<file path="config.mk">
export PLATFORM = sky130hd
export DESIGN_NAME = memb_seq
export DESIGN_NICKNAME = d
export VERILOG_FILES = /design/src/rtl/memb_seq.sv
export SDC_FILE = /design/constraint.sdc
export NUM_CORES = 1
export LEC_CHECK = 0
export BUFFER_PORTS_ARGS = -buffer_cell sky130_fd_sc_hd__buf_2
export CAP_MARGIN = 20
export CELL_PAD_IN_SITES_DETAIL_PLACEMENT = 1
export CELL_PAD_IN_SITES_GLOBAL_PLACEMENT = 1
export CORE_UTILIZATION = 33
export DETAILED_ROUTE_END_ITERATION = 16
export GPL_TIMING_DRIVEN = 0
export PLACE_DENSITY_LB_ADDON = 0.2
export RECOVER_POWER = 25
export SYNTH_ARGS = -nofsm -noshare
export SYNTH_HDL_FRONTEND = slang
export SYNTH_SLANG_ARGS = --single-unit
</file>
<file path="constraint.sdc">
create_clock -name clk -period 1.7 [get_ports clk]
set_input_delay 0.34 -clock clk [delete_from_list [all_inputs] [get_ports clk]]
set_output_delay 0.34 -clock clk [all_outputs]
set_load 0.01 [all_outputs]
</file>
<file path="src/rtl/memb_seq.sv">
// memb_seq: feeds DIM rows of B into the memB skew FIFOs, flushes the skew with zero rows, drives the MAC enable
module memb_seq #(
    parameter int BITS_AB = 8,
    parameter int DIM     = 8
) (
    input  logic                      clk,
    input  logic                      rst,
    input  logic                      start,
    input  logic                      abort,
    input  logic                      row_valid,
    input  logic signed [BITS_AB-1:0] row_data [DIM-1:0],
    output logic                      row_ready,
    output logic                      memb_en,
    output logic signed [BITS_AB-1:0] memb_din [DIM-1:0],
    output logic                      mac_en,
    output logic                      busy,
    output logic                      done
);
    localparam int RW = $clog2(DIM + 1);
    localparam int FW = $clog2(DIM);

    typedef enum logic [1:0] {IDLE, FEED, FLUSH, DRAIN} state_t;

    state_t                    state_q, state_d;
    logic [RW-1:0]             row_cnt_q, row_cnt_d;
    logic [FW-1:0]             flush_cnt_q, flush_cnt_d;
    logic                      row_ready_q, row_ready_d;
    logic                      memb_en_q, memb_en_d;
    logic signed [BITS_AB-1:0] memb_din_q [DIM-1:0];
    logic signed [BITS_AB-1:0] memb_din_d [DIM-1:0];
    logic                      mac_en_q, mac_en_d;
    logic                      busy_q, busy_d;
    logic                      done_q, done_d;
    logic                      hs;

    assign hs        = row_valid & row_ready_q;
    assign row_ready = row_ready_q;
    assign memb_en   = memb_en_q;
    assign memb_din  = memb_din_q;
    assign mac_en    = mac_en_q;
    assign busy      = busy_q;
    assign done      = done_q;

    // Next state: a stall simply withholds the shift enable so all memB columns freeze together
    always_comb begin
        state_d     = state_q;
        row_cnt_d   = row_cnt_q;
        flush_cnt_d = flush_cnt_q;
        memb_en_d   = 1'b0;
        memb_din_d  = memb_din_q;
        done_d      = 1'b0;
        case (state_q)
            IDLE: begin
                if (start) begin
                    state_d     = FEED;
                    row_cnt_d   = '0;
                    flush_cnt_d = '0;
                end
            end
            FEED: begin
                if (hs) begin
                    memb_en_d  = 1'b1;
                    memb_din_d = row_data;
                    row_cnt_d  = row_cnt_q + 1'b1;
                    if (row_cnt_q == RW'(DIM - 1)) state_d = FLUSH;
                end
            end
            FLUSH: begin
                memb_en_d   = 1'b1;
                memb_din_d  = '{default: '0};
                flush_cnt_d = flush_cnt_q + 1'b1;
                if (flush_cnt_q == FW'(DIM - 2)) state_d = DRAIN;
            end
            DRAIN: begin
                if (!memb_en_q) begin
                    state_d = IDLE;
                    done_d  = 1'b1;
                end
            end
            default: state_d = IDLE;
        endcase
        if (abort) begin
            state_d   = IDLE;
            memb_en_d = 1'b0;
            done_d    = 1'b0;
        end
        mac_en_d    = memb_en_q & ~abort;
        row_ready_d = (state_d == FEED);
        busy_d      = (state_d != IDLE);
    end

    // State and output registers; memb_din is kept stale on abort, only reset clears it
    always_ff @(posedge clk) begin
        if (rst) begin
            state_q     <= IDLE;
            row_cnt_q   <= '0;
            flush_cnt_q <= '0;
            row_ready_q <= 1'b0;
            memb_en_q   <= 1'b0;
            memb_din_q  <= '{default: '0};
            mac_en_q    <= 1'b0;
            busy_q      <= 1'b0;
            done_q      <= 1'b0;
        end else begin
            state_q     <= state_d;
            row_cnt_q   <= row_cnt_d;
            flush_cnt_q <= flush_cnt_d;
            row_ready_q <= row_ready_d;
            memb_en_q   <= memb_en_d;
            memb_din_q  <= memb_din_d;
            mac_en_q    <= mac_en_d;
            busy_q      <= busy_d;
            done_q      <= done_d;
        end
    end
endmodule

</file>
==> summary.md <==
| Metric | Value |
|---|---|
| Cells after synthesis | `296` |
| Category of the most critical setup path | `flip-flop to flip-flop` |
| Standard cell area after detailed placement | `4290 um^2` |
| Worst Hold Path EP | `row_ready` |
| Ordered list of cells on the worst path | `inv_2 -> ha_4 -> and3_4 -> buf_6 -> nor2b_4 -> buf_12 -> buf_12 -> a22oi_2 -> nor2_2` |
| Vert. Die Dim | `104 um` |
| Wire length of the first global-routing pass | `13.9 mm` |
| Largest net degree at the start of global routing | `15` |
| Via count of the first global-routing pass | `~2800` |
| Buffer depth of the longest clock path | `2` |
| Clock net sink count | `between 70 and 80` |
| Clock insertion delay at the later pin of the skew report | `0.35 ns` |
| Number of DRC violations after detailed-routing iteration 0 | `94` |
| Cell accounting for the most synthesized area | `dfxtp_1` |
| Die span in x | `around 100 um` |
| Setup slack at placement | `-0.218 ns` |
| Logic depth of the worst register-to-register path | `9` |
| Clock edge transition at the registers on the reported setup and hold paths | `0.08 ns` |
| Area of the mapped netlist | `between 3000 and 4000 um^2` |
| CP endpoint kind | `flip-flop` |
| Share of post-route cells with drive strength above 1 | `59.5%` |
| Cell count after placement | `~570` |
| Non-filler cells in the finished layout | `587` |
| Reg-to-reg startpoint | `state_q[1]` |
| GP Congestion | `0.780` |
| Number of H-tree levels | `3` |
| Share of the synthesized area in the top cell type | `between 40% and 50%` |
| Post-synthesis register bit count | `78` |
| Avg Synthesized Cell Area | `around 12 um^2` |
| Number of rows in the core area | `36` |
| Fin crit share | `96.8%` |
| Type of the tightest min-delay check | `input port to flip-flop` |
| Post-layout worst setup margin | `0.0548 ns` |
| Finished layout cell area | `4600 um^2` |
| Startpoint type of the worst setup path | `flip-flop` |
| Number of hold violations in the final report | `0` |
| Post-Route Skew | `roughly 0.0066 ns` |
| Sum of internal, switching and leakage power | `3750 uW` |
| Clock buffers created by TritonCTS | `9` |
| Routed WL | `8.37 mm` |
| Placed wire-length estimate after detailed placement | `6.21 mm` |
| Number of buffers added on ports | `around 140` |
| Peak VDD IR | `0.458 mV` |
| Overflow after GRT | `0` |
| CTS tree | `yes` |
| Hold wc startpoint | `abort` |
| Sequential-to-total area share from yosys stat | `45.4%` |
| Critical path required time | `1.91 ns` |
| Antenna violations before repair | `0` |
| Synth Warn # | `0` |
| Number of max-cap violations | `0` |
| Number of iterations in the first detailed-routing pass | `5` |
| Final-layout setup total negative slack | `0 ns` |
| Relative max-transition margin | `54.5%` |
| # IOs | `138` |
| Number of slew-limit violations in the final report | `0` |
| Hold-fix buffer count after cts | `0` |
| Pleak | `around 0.0018 uW` |
| Min Clock Period, post-route | `1.65 ns` |
| Register-to-register path setup slack | `between 0.05 and 0.06 ns` |
| Core region area | `9950 um^2` |
| Maximum fanout encountered on the critical timing path | `6` |
| DR WL/cell | `14.3 um` |
| Main area contributors after synthesis | `dfxtp_1, a22oi_2, nor2_2` |
| Cell at the root of the clock tree | `clkbuf_8` |
| Cell count of the worst hold path | `2` |
| Gr usage total | `15.9%` |
| Worst path arrival time | `between 1.5 and 2 ns` |
| Growth of design area from synthesis to finish | `33.7%` |
| Avg Vias per Cell | `4.63` |
| Maximum clock frequency | `roughly 610 MHz` |
| Highest cell delay on the worst timing path | `0.34 ns` |
| Worst-margin pin slew | `0.683 ns` |
| Number of distinct library cells after synthesis | `39` |
| # nets final | `525` |
| # DRC | `0` |
| Die area | `10800 um^2` |
| Net count after synthesis | `372` |
| Final setup fails | `0` |
| Cell at the slowest stage of the critical path | `dfxtp_2` |
| Number of fill cells | `1160` |
| Initial Utilization | `34.6%` |
| Cell Pwr Density | `around 800 nW/um^2` |
| Run status | `finished clean` |
| Most numerous cell on the critical path | `buf_12` |
| Vias post-DR | `~2700` |
| R2r endpoint | `memb_din[19]` |
| Number of antenna repair diodes | `0` |
| Setup repair after global routing missed its margin | `no` |
| Post-detailed-route count of antenna-violating nets | `0` |
## synth_stat cells, drive strengths merged
| library cell | n |
|---|---|
| o211ai | 2 |
| and2b | 1 |
| o21bai | 2 |
| nand2b | 2 |
| a31oi | 1 |
| or3 | 1 |
| nand3 | 2 |
| clkbuf | 11 |
| dfxtp | 78 |
| inv | 5 |
| nand2 | 6 |
| o21ai | 3 |
| and4b | 1 |
| nand4b | 1 |
| a211o | 1 |
| nor2 | 70 |
| ha | 7 |
| a21bo | 1 |
| o21a | 2 |
| xor2 | 2 |
| a21o | 1 |
| and3 | 2 |
| nor2b | 3 |
| a21oi | 7 |
| a2bb2oi | 1 |
| nand4 | 1 |
| buf | 14 |
| nor3b | 2 |
| a22oi | 64 |
| a211oi | 1 |
| or2 | 1 |
## through the flow
stage          utilization, %  hold WS [ns]
2_1_floorplan               -         0.444
3_3_place_gp             43.1         0.463
3_5_place_dp             43.1         0.472
4_1_cts                  46.2         0.202
5_1_grt                  46.2         0.219
6_report                 46.2         0.217
## layer usage
layer  vias to the layer above  track usage [%]  part of all wire (%)
li1                       1346                -                     -
met1                      1287             19.9                    44
met2                        76             26.8                    49
met3                        10             3.13                   4.6
met4                         0             6.33                   1.5
met5                         -                0                     0
## worst max-delay path by stage
stage,slack (ns),from,to
2_1_floorplan,0.01,state_q[1],memb_din[0]
3_3_place_gp,-0.17,state_q[1],memb_din[36]
3_5_place_dp,-0.22,state_q[1],memb_din[45]
4_1_cts,0.005,state_q[1],memb_din[45]
5_1_grt,0.003,state_q[1],memb_din[19]
6_report,0.05,state_q[1],memb_din[19]
## registers in the layout (all words and copies together) (netlist names)
register / count
busy: 1
done: 1
flush_cnt_q: 3
mac_en: 1
memb_din: 64
memb_en: 1
row_cnt_q: 4
row_ready: 1
state_q: 2
## critical path: cells and delay by family, from the launching register on
family	cells	cell delay (ns)
simple gates	3	0.36
fa+ha+maj	1	0.16
buf+inv	4	0.45
compound gates	1	0.20
flops	1	0.34
## logic make-up after synthesis
group	after synthesis	synth area share [%]
AO/OA/AOI/OAI	86	27.2
AND/OR/NAND/NOR	93	16.2
flip-flops	78	45.4
adder cells (fa/ha/maj)	7	2.54
XOR/XNOR	2	0.509
buffers and inverters	30	8.21
## cells in the final DEF, fill, tap and decap left out, drive strengths merged, types with 2 or more instances in the layout
cell and n:
nand2b 2, dfxtp 78, bufinv 2, o21bai 2
nor2 70, nand2 6, o211ai 2, clkinv 2
xor2 2, clkbuf 56, and3 2, nor2b 3
buf 121, a21oi 7, o21ai 3, o21a 2
inv 6, nor3b 2, a22oi 64, ha 7
nand3 2
## layout make-up
type                       count  area [um^2]  area share (%)
multi-input combinational    188         1620            35.2
buffer                        23          243            5.28
tap                          133          166            3.62
timing repair buffer         144          757            16.5
sequential                    78         1560            34.0
clock buffer                  10          138            2.99
clock inverter                 6         93.8            2.04
inverter                       5         18.8           0.408
## report_power, final
| part | switching [uW] | internal [uW] | total, uW |
|---|---|---|---|
| sequential | 8.55 | 1840 | 1850 |
| combinational | 164 | 129 | 293 |
| clock | 728 | 878 | 1610 |
| total | 900 | 2850 | 3750 |
## repair_timing
| item | CTS | global route |
|---|---|---|
| buffers inserted | 6 | 1 |
| setup endpoints to repair | 68 | 69 |
| resized for setup | 3 | 6 |
| pin swaps | 1 | 19 |
| gates cloned | 0 | 1 |
No activity file was read; power rests on OpenSTA's default activity.
